**config.mk**
```make
export PLATFORM = sky130hd
export DESIGN_NAME = vector_packet_scheduler
export DESIGN_NICKNAME = d
export VERILOG_FILES = /design/src/rtl/vector_packet_scheduler.sv
export SDC_FILE = /design/constraint.sdc
export NUM_CORES = 1
export LEC_CHECK = 0
export CORE_ASPECT_RATIO = 0.75
export CORE_MARGIN = 2
export CORE_UTILIZATION = 30
export DETAILED_ROUTE_END_ITERATION = 7
export SKIP_CTS_REPAIR_TIMING = 1
export SLEW_MARGIN = 25
export SYNTH_ARGS = -nofsm -noshare
export SYNTH_HDL_FRONTEND = slang
export SYNTH_SLANG_ARGS = --single-unit
```
**constraint.sdc**
```tcl
create_clock -name clk -period 1.7 [get_ports clk]
set_clock_uncertainty 0.05 [all_clocks]
set_input_delay 0.34 -clock clk [delete_from_list [all_inputs] [get_ports clk]]
set_output_delay 0.34 -clock clk [all_outputs]
set_load 0.05 [all_outputs]
```
**src/rtl/vector_packet_scheduler.sv**
```systemverilog
`timescale 1ns/1ps
// Round-robin share of one AXIS master among NUM_SRC vector requesters; the grant lands one cycle after req (IDLE),
// each vector goes out as VEC_BYTES/AXIS_BYTES beats, and a beat holds stable under !tready; src_ack pulses on the final handshake.
module vector_packet_scheduler #(
    parameter int NUM_SRC    = 2,
    parameter int VEC_BYTES  = 4,
    parameter int AXIS_BYTES = 1,
    parameter bit MSB_FIRST  = 1'b0,
    localparam int SRC_W     = (NUM_SRC > 1) ? $clog2(NUM_SRC) : 1
) (
    input  logic                           clk,
    input  logic                           aresetn,
    input  logic [NUM_SRC-1:0]             src_req,
    input  logic [NUM_SRC*VEC_BYTES*8-1:0] src_vec,
    output logic [NUM_SRC-1:0]             src_ack,
    output logic                           busy,
    output logic [SRC_W-1:0]               cur_src,
    input  logic                           axis_tready,
    output logic                           axis_tvalid,
    output logic [AXIS_BYTES*8-1:0]        axis_tdata,
    output logic [AXIS_BYTES-1:0]          axis_tkeep,
    output logic                           axis_tlast
);
    localparam int NBEATS = VEC_BYTES / AXIS_BYTES;
    localparam int BEAT_W = AXIS_BYTES * 8;
    localparam int CTR_W  = (NBEATS > 1) ? $clog2(NBEATS) : 1;
    localparam logic [CTR_W-1:0] FIRST_BEAT = MSB_FIRST ? CTR_W'(NBEATS - 1) : '0;
    localparam logic [CTR_W-1:0] LAST_BEAT  = MSB_FIRST ? '0 : CTR_W'(NBEATS - 1);

    generate
        if (VEC_BYTES % AXIS_BYTES != 0) begin : g_bad_width
            $error("VEC_BYTES must be a multiple of AXIS_BYTES");
        end
    endgenerate

    typedef enum logic {IDLE, SEND} state_t;

    state_t                                       state;
    logic [SRC_W-1:0]                             rr_ptr;
    logic [CTR_W-1:0]                             ctr;
    logic [NBEATS-1:0][BEAT_W-1:0]                hold_vec;
    logic [NUM_SRC-1:0][NBEATS-1:0][BEAT_W-1:0]   src_arr;
    logic                                         grant_vld;
    logic [SRC_W-1:0]                             grant;
    logic [SRC_W-1:0]                             cand;
    logic                                         last_beat;

    assign src_arr     = src_vec;
    assign last_beat   = (ctr == LAST_BEAT);
    assign axis_tvalid = (state == SEND);
    assign busy        = (state == SEND);
    assign axis_tdata  = hold_vec[ctr];
    assign axis_tlast  = (state == SEND) && last_beat;
    assign axis_tkeep  = '1;

    // First requester at or after rr_ptr, wrapping past NUM_SRC-1.
    always_comb begin
        grant_vld = 1'b0;
        grant     = '0;
        cand      = '0;
        for (int k = 0; k < NUM_SRC; k++) begin
            cand = SRC_W'((int'(rr_ptr) + k) % NUM_SRC);
            if (!grant_vld && src_req[cand]) begin
                grant_vld = 1'b1;
                grant     = cand;
            end
        end
    end

    always_comb begin
        src_ack = '0;
        if (state == SEND && axis_tready && last_beat) begin
            src_ack[cur_src] = 1'b1;
        end
    end

    always_ff @(posedge clk or negedge aresetn) begin
        if (!aresetn) begin
            state    <= IDLE;
            rr_ptr   <= '0;
            cur_src  <= '0;
            ctr      <= '0;
            hold_vec <= '0;
        end else begin
            case (state)
                IDLE: begin
                    if (grant_vld) begin
                        hold_vec <= src_arr[grant];
                        cur_src  <= grant;
                        ctr      <= FIRST_BEAT;
                        state    <= SEND;
                    end
                end
                SEND: begin
                    if (axis_tready) begin
                        if (last_beat) begin
                            rr_ptr <= (int'(cur_src) == NUM_SRC - 1) ? '0 : cur_src + SRC_W'(1);
                            state  <= IDLE;
                        end else if (MSB_FIRST) begin
                            ctr <= ctr - CTR_W'(1);
                        end else begin
                            ctr <= ctr + CTR_W'(1);
                        end
                    end
                end
                default: state <= IDLE;
            endcase
        end
    end
endmodule

```
* Word level (Yosys, flattened, before mapping)
Index checks and enable logic that the tools add are counted.
Word-level totals: register bits after elaboration 37, output and inout bits 15, word-level logic and storage cells 55
Operators by class: add/subtract/negate cells 3, magnitude comparators 6, equal/unequal tests 4, multiplexer cells 24, bitwise gates (word level) 1, reductions and logical operators 9
Operators by type and width (count):
- 2-to-1 mux 32 bit | 2
- binary-select mux 8 bit (select 2 bit) | 1
- 2-to-1 mux 1 bit | 13
- < comparator 1 x 2 -> 1 bit (second input constant) | 4
- 2-to-1 mux 2 bit | 4
- 2-to-1 mux 8 bit | 1
- != test 2 bit (second input constant) | 3
- AND reduction 3 bit | 2
- logical AND 1 bit | 5
- one-hot mux 2 bit (2 select lines) | 1
- < comparator 2 x 3 -> 1 bit (second input constant) | 1
- adder 1 bit (second input constant) | 2
- adder 2 x 1 -> 2 bit (second input constant) | 1
- equality test 2 bit (second input constant) | 1
- one-hot mux 1 bit (2 select lines) | 1
- AND reduction 2 bit | 1
- demux 1 bit (select 1 bit) | 1
- greater-or-equal comparator 1 bit (second input constant) | 1
- logical NOT 1 bit | 1
- NOT 1 bit | 1

* Depth between registers and ports, before layout
Gate-level depths: netlist of the first run.
word-level depth 8, gate-level depth with buffers 5, gate-level depth less buffers 4

* Worst setup path after synthesis of the first run
No wires, ideal clock.
kind register to output, start register state (netlist: axis_tvalid), end output src_ack[0], data arrival time 1.715 ns, data required time 1.310 ns, setup slack -0.405 ns, stages on the path, launching flop included 3, cells stage by stage dfrtp_1 -> and3_1 -> nor2b_1
On the way: cells in the longest elaborated chain, start to end 3
Ends and longest elaborated chain:
- from (decl) | line 38 | state_t state;
- from (signal assigned) | line 79 | state <= IDLE;
- from (signal assigned) | line 91 | state <= SEND;
- from (signal assigned) | line 98 | state <= IDLE;
- logical AND 1 bit (2 in series) | line 72 | if (state == SEND && axis_tready && last_beat) begin
- 2-to-1 mux 2 bit | line 72
- to (decl) | line 15 | output logic [NUM_SRC-1:0] src_ack,
Every way passes these cells.

* Worst setup path after layout of the first run
start register ctr[0], end output axis_tdata[3]
On the way: cells in the longest elaborated chain, start to end 2
Ends and longest elaborated chain:
- from (decl) | line 40 | logic [CTR_W-1:0] ctr;
- from (signal assigned) | line 100 | ctr <= ctr - CTR_W'(1);
- from (signal assigned) | line 102 | ctr <= ctr + CTR_W'(1);
- binary-select mux 8 bit (select 2 bit) | line 52 | assign axis_tdata = hold_vec[ctr];
- 2-to-1 mux 8 bit (not written as such) | line 52
- to (decl) | line 20 | output logic [AXIS_BYTES*8-1:0] axis_tdata,
Every way passes these cells. The select of a mux whose other input is x is not followed.

==> Flow_metrics.wiki, run 1 <==
{| class="wikitable"
! Metric !! Value
|-
| Initial cell density of the core || approximately a third
|-
| Clk Tree Root Cell || sky130_fd_sc_hd__clkbuf_8
|-
| Setup slack at placement || -78.4 ps
|-
| Total Wirelength || 6320 µm
|-
| Data arrival, critical path || 1510 ps
|-
| Tmin final || 1900 ps
|-
| Antenna Nets Post-Route || 0
|-
| Avg Inst Size Synth || between 9 and 10 µm²
|-
| Synthesized flop and latch total || 37
|-
| Type of the worst min-delay path || flip-flop to flip-flop
|-
| Final-layout fill cell count || 580
|-
| Synth Cell Area || 2030 µm²
|-
| Clock Power Share || 11.2%
|-
| Deepest level of the CTS H-tree || 2
|-
| Vias in the first global route || 1,979
|-
| Wire length of the first global-routing pass || 10,100 µm
|-
| Most common library cell in the layout ignoring fill and taps || sky130_fd_sc_hd__clkdlybuf4s50_1
|-
| Category of the worst setup path capture point || output port
|-
| FP Rows || 25
|-
| Routed via count || 2,024
|-
| Cell Count, Final, Fillers Out || approximately 390
|-
| Number of antenna violations at the first check in global routing || 0
|-
| Switching part of the total power || a little over two fifths
|-
| Full die area || 7450 µm²
|-
| Number of cell instances on the worst register-to-register path || 6
|-
| Net switching power || 2.34 mW
|-
| Required @ worst endpoint || between 1000 and 1500 ps
|-
| # DRC || 0
|-
| Class of the most critical setup path || flip-flop to output port
|-
| Number of buffers on the longest clock path || 2
|-
| Syn nets || 289
|-
| Worst-case hold slack || 479 ps
|-
| Final weighted congestion of routability-driven global placement || 0.821
|-
| Highest achievable clock rate || 526 MHz
|-
| WL/cell || 16.1 µm
|-
| Average via count per standard cell || ~5.2
|-
| Violations in the final reports || negative setup slack
|-
| Worst Hold End || hold_vec[26]
|-
| Power density over cell area || 1680 nW/µm²
|-
| Fraction of layout cells with a size suffix above 1 || 20.6%
|-
| Largest driver fanout on the critical path || 8
|-
| Share of total power in sequential cells || 29.8%
|-
| Clock buffer count from CTS || 5
|-
| Pin count of the biggest net entering global routing || 38
|-
| Hold depth || 2
|-
| Unrepaired setup endpoints after global routing || true
|-
| Global-route usage over all layers || ~18%
|-
| VDD IR-drop max || approximately 0.00060 V
|-
| I/O pin cnt || 84
|-
| Detail Placement HPWL || 4620 µm
|-
| Fraction of the cycle the final worst path needs || 112%
|-
| Worst Slack Setup Final || -202 ps
|-
| Overflow after GRT || 0
|-
| Reg-to-Reg Start || ctr[0]
|-
| CORE AREA || approximately 6400 µm²
|-
| Clock edge transition at the registers on the reported setup and hold paths || 70 ps
|-
| TritonCTS clock tree || done
|-
| # port buffers || 82
|-
| Outcome || finished with violations
|-
| Warning count from the yosys run || 0
|-
| Syn-to-layout area delta || 60.7%
|-
| Static leakage power || 1.29 nW
|-
| Worst-Skew Late Latency || 280 ps
|-
| Die Span X || 99.0 µm
|-
| Hold_sp || hold_vec[26]
|-
| Area of all placed cells without fillers || 3260 µm²
|-
| Number of detailed-route iterations in the first pass || 4
|-
| Number of failing hold endpoints at the final stage || 0
|-
| Iteration-0 DRC count of the detailed router || between 100 and 150
|-
| Max_cap viols || 0
|-
| Cells after synthesis || between 200 and 250
|-
| Nets || 381
|-
| Unique masters post-synth || 28
|-
| CP startpoint kind || flip-flop
|-
| Share of the yosys chip area belonging to registers || about 46%
|-
| Int Power || 3.15 mW
|-
| R2R setup slack || 280 ps
|-
| Post-placement cell count || 383
|-
| Die Y || around 75 µm
|-
| Setup-violating endpoint count in the final report || 11
|-
| Number of sinks handled by clock tree synthesis || 37
|-
| Final number of max-transition violations || 0
|-
| Count of inserted antenna diode cells || 0
|-
| Highest-count cells in the layout ignoring fill and taps || sky130_fd_sc_hd__clkdlybuf4s50_1, sky130_fd_sc_hd__nor2_1, sky130_fd_sc_hd__dfrtp_1
|-
| Terminus of the critical flop-to-flop path || rr_ptr
|-
| Combinational fraction of design power || 59.0%
|-
| Cell Area, Placed || 3100 µm²
|}
## cell families (layout without fill, tap and decap cells)
group	Yosys count	count (layout)	share of synthesized area, %
AOI/OAI and AO/OA	101	101	27.9
and+or+nand+nor	46	46	9.74
DFF	37	37	45.6
buffers and inverters	25	117	7.03
muxes	8	8	8.88
adders and majority gates	1	1	0.616
other	1	1	0.185
## worst max-delay path by stage
stage,start,end,slack (ps),cells past startpoint
2_1_floorplan,ctr[0],axis_tdata[0],40,2
3_3_place_gp,src_req[0],hold_vec[18],-60,5
3_5_place_dp,src_req[0],hold_vec[22],-80,5
4_1_cts,ctr[0],axis_tdata[3],-280,3
5_1_grt,ctr[0],axis_tdata[2],-260,3
6_report,ctr[0],axis_tdata[3],-200,3
## sequential cells by signal (all words and copies together) (netlist names)
| name | cells |
|---|---|
| cur_src | 1 |
| hold_vec | 32 |
| ctr | 2 |
| rr_ptr | 1 |
| axis_tvalid | 1 |
## power groups by stage
stage	Clock, mW	Sequential, mW	Combinational (mW)
6_report	0.614	1.63	3.24
5_1_grt	0.678	1.68	3.46
4_1_cts	0.626	1.62	3.06
3_5_place_dp	0	1.64	3.04
3_3_place_gp	0	1.62	3.03
2_1_floorplan	0	1.56	1.98
## layout make-up
class | count | area (µm²) | area share (%)
flip-flops and latches | 37 | 928 | 28.5
clock buffers | 7 | 86.3 | 2.65
repair buffers | 108 | 1150 | 35.1
inverters | 2 | 7.51 | 0.230
multi-input cells | 157 | 991 | 30.4
well taps | 81 | 101 | 3.11
## critical path: stages, from the launching register on
cell                      delay [ps]
sky130_fd_sc_hd__dfrtp_2         400
sky130_fd_sc_hd__buf_12          140
sky130_fd_sc_hd__mux4_2          520
sky130_fd_sc_hd__buf_6           170
## metrics by stage
| step | util (%) | total power, mW | TNS (ps) |
|---|---|---|---|
| 2_1_floorplan | - | 3.54 | 0 |
| 4_1_cts | 49.7 | 5.31 | -2480 |
| 3_3_place_gp | 48.4 | 4.66 | -955 |
| 6_report | 50.8 | 5.49 | -1900 |
| 3_5_place_dp | 48.4 | 4.68 | -1620 |
| 5_1_grt | 50.8 | 5.82 | -2490 |
## cell usage after synthesis (all sizes together)
cell	count	area, µm²
and3	1	6.26
nor2b	1	6.26
and2	2	12.5
nand2b	1	6.26
a21oi	32	160
conb	1	3.75
ha	1	12.5
buf	19	118
o21ai	34	170
inv	2	7.51
dfrtp	37	926
o21bai	1	18.8
o21ba	1	10.0
nor3	1	5.00
o31ai	1	7.51
and2b	1	8.76
mux4	8	180
a31oi	32	200
nand3	2	10.0
nand2	1	3.75
clkbuf	4	17.5
nor2	35	131
nand3b	1	7.51
## layer usage
layer | up-vias | share of wire (%) | global-route usage [%]
met1 | 965 | 50 | 25.7
met3 | 2 | 8.6 | 6.22
met4 | 0 | 0.27 | 2.74
met2 | 79 | 41 | 25.5
met5 | - | 0 | 0
li1 | 978 | - | -
No activity file was read; power rests on OpenSTA's default activity.
==> inputs of run 2 (changes only) <==
PLACE_DENSITY = 0.64   (was not set)
SKIP_LAST_GASP = 1   (was not set)
==> Flow_metrics.wiki, run 2 (synthesis gave the netlist of run 1 again) <==
{| class="wikitable"
! Metric !! Value
|-
| Outcome || finished with violations (unchanged)
|-
| Violations in the final reports || negative setup slack (unchanged)
|-
| Highest-count cells in the layout ignoring fill and taps || sky130_fd_sc_hd__clkdlybuf4s50_1, sky130_fd_sc_hd__nor2_1, sky130_fd_sc_hd__dfrtp_1 (unchanged)
|-
| Setup slack at placement || -106 ps (was -78.4 ps)
|-
| Deepest level of the CTS H-tree || 2 (unchanged)
|-
| Length of routed wiring on met1 || 3080 µm (was 3170 µm)
|-
| Max_cap viols || 0 (unchanged)
|-
| Top register by number of flip-flops || hold_vec (unchanged)
|-
| Post-placement cell count || 379 (was 383)
|-
| Clock buffer count from CTS || 5 (unchanged)
|-
| Largest driver fanout on the critical path || 8 (unchanged)
|-
| Highest achievable clock rate || 519 MHz (was 526 MHz)
|-
| Final number of max-transition violations || 0 (unchanged)
|-
| Static leakage power || 1.28 nW (was 1.29 nW)
|-
| Fraction of layout cells with a size suffix above 1 || 19.8% (was 20.6%)
|-
| Initial cell density of the core || 31.6% (unchanged)
|-
| Most common library cell in the layout ignoring fill and taps || sky130_fd_sc_hd__clkdlybuf4s50_1 (unchanged)
|-
| Number of buffers on the longest clock path || 2 (unchanged)
|-
| # DRC || 0 (unchanged)
|-
| Iteration-0 DRC count of the detailed router || 141 (was 111)
|-
| CORE AREA || 6410 µm² (unchanged)
|-
| Power density over cell area || 1690 nW/µm² (was 1680 nW/µm²)
|-
| Length of routed met2 wiring || 2830 µm (was 2590 µm)
|-
| Cell Area, Placed || 3100 µm² (about the same)
|-
| VDD IR-drop max || 0.000458 V (was 0.000596 V)
|-
| Number of cell instances on the worst register-to-register path || 6 (unchanged)
|-
| Worst-case hold slack || 471 ps (was 479 ps)
|-
| Antenna Nets Post-Route || 0 (unchanged)
|-
| Class of the most critical setup path || flip-flop to output port (unchanged)
|-
| Detailed-routed wire length on met3 || 494 µm (was 542 µm)
|-
| Overflow after GRT || 0 (unchanged)
|-
| Number of failing hold endpoints at the final stage || 0 (unchanged)
|-
| Cell Count, Final, Fillers Out || 389 (was 392)
|-
| Worst-Skew Late Latency || 290 ps (was 280 ps)
|-
| Tmin final || 1930 ps (was 1900 ps)
|-
| Fraction of the cycle the final worst path needs || 113% (was 112%)
|-
| Number of flip-flops under the largest register name || 32 (unchanged)
|-
| Pin count of the biggest net entering global routing || 32 (was 38)
|-
| FP Rows || 25 (unchanged)
|-
| Largest regs || hold_vec: 32 flops, ctr: 2 flops (unchanged)
|-
| Number of sinks handled by clock tree synthesis || 37 (unchanged)
|-
| Nets || 377 (was 381)
|-
| Full die area || 7450 µm² (unchanged)
|-
| Syn-to-layout area delta || 60.2% (was 60.7%)
|-
| Routed via count || 2,019 (was 2,024)
|-
| Detail Placement HPWL || 4700 µm (was 4620 µm)
|-
| Source of the critical timing path || ctr[0] (unchanged)
|-
| CP startpoint kind || flip-flop (unchanged)
|-
| Utilization after layout || 50.7% (was 50.8%)
|-
| Global-route usage over all layers || 18.0% (was 17.5%)
|-
| Setup TNS || -2130 ps (was -1900 ps)
|-
| Unrepaired setup endpoints after global routing || true (unchanged)
|-
| I/O pin cnt || 84 (unchanged)
|-
| Final weighted congestion of routability-driven global placement || 0.798 (was 0.821)
|-
| WL/cell || 16.6 µm (was 16.1 µm)
|-
| Die Span X || 99.0 µm (unchanged)
|-
| Clock edge transition at the registers on the reported setup and hold paths || 80 ps (was 70 ps)
|-
| Die Y || 75.2 µm (unchanged)
|-
| Terminus of the critical flop-to-flop path || rr_ptr (unchanged)
|-
| Vias in the first global route || 2,020 (was 1,979)
|-
| Area of all placed cells without fillers || 3250 µm² (was 3260 µm²)
|-
| Clk Tree Root Cell || sky130_fd_sc_hd__clkbuf_8 (unchanged)
|-
| Average via count per standard cell || 5.19 (was 5.16)
|-
| Category of the worst setup path capture point || output port (unchanged)
|-
| Post-layout power || 5.49 mW (about the same)
|-
| Setup-violating endpoint count in the final report || 11 (unchanged)
|-
| Number of detailed-route iterations in the first pass || 4 (unchanged)
|-
| # port buffers || 82 (unchanged)
|-
| Required @ worst endpoint || 1310 ps (about the same)
|-
| Number of antenna violations at the first check in global routing || 0 (unchanged)
|-
| Data arrival, critical path || 1540 ps (was 1510 ps)
|-
| R2R setup slack || 270 ps (was 280 ps)
|-
| Total Wirelength || 6460 µm (was 6320 µm)
|-
| Top routing layer used || met4 (unchanged)
|-
| Endpoint of the most critical setup path || axis_tdata[2] (was axis_tdata[3])
|-
| Count of inserted antenna diode cells || 0 (unchanged)
|-
| Wire length of the first global-routing pass || 10,400 µm (was 10,100 µm)
|-
| TritonCTS clock tree || done (unchanged)
|-
| Type of the worst min-delay path || input pin to async pin (was flip-flop to flip-flop)
|-
| Reg-to-Reg Start || ctr[0] (unchanged)
|-
| Worst Slack Setup Final || -226 ps (was -202 ps)
|}
## run 2: changes by cell type in the layout (fill, tap and decap cells not counted)
| cell | delta |
|---|---|
| sky130_fd_sc_hd__clkinv_2 | +2 |
| sky130_fd_sc_hd__buf_12 | +2 |
| sky130_fd_sc_hd__buf_4 | -6 |
| sky130_fd_sc_hd__clkbuf_8 | -1 |
## run 2: final cells by class
type                    count  area [µm²]
clock inverters             2        10.0
clock buffers               6        72.6
well taps                  81         101
flip-flops and latches     37         928
multi-input cells         157         991
repair buffers            104        1140
fillers                   605        3160
inverters                   2        7.51
## run 2: worst min path at each step
stage,start,to,cells past startpoint
3_3_place_gp,aresetn,hold_vec[29],1
5_1_grt,aresetn,ctr[1],2
3_5_place_dp,aresetn,hold_vec[29],1
6_report,aresetn,ctr[1],2
2_1_floorplan,aresetn,axis_tvalid,0
4_1_cts,aresetn,hold_vec[28],1
## run 2: layer usage
layer / vias up / GRT usage (%)
met5: - / 0
met4: 0 / 3.96
met3: 8 / 5.48
met2: 71 / 27.2
met1: 965 / 25.8
li1: 975 / -
## run 2: worst max-delay path, stage by stage (launching register included)
cell                      delay, ps
sky130_fd_sc_hd__dfrtp_2        410
sky130_fd_sc_hd__buf_12         140
sky130_fd_sc_hd__mux4_2         520
sky130_fd_sc_hd__buf_6          170
## run 2: report_power, final
part	internal, mW	switching [mW]	total [mW]
Sequential	1.32	0.319	1.64
Clock	0.284	0.325	0.609
Combinational	1.50	1.74	3.24
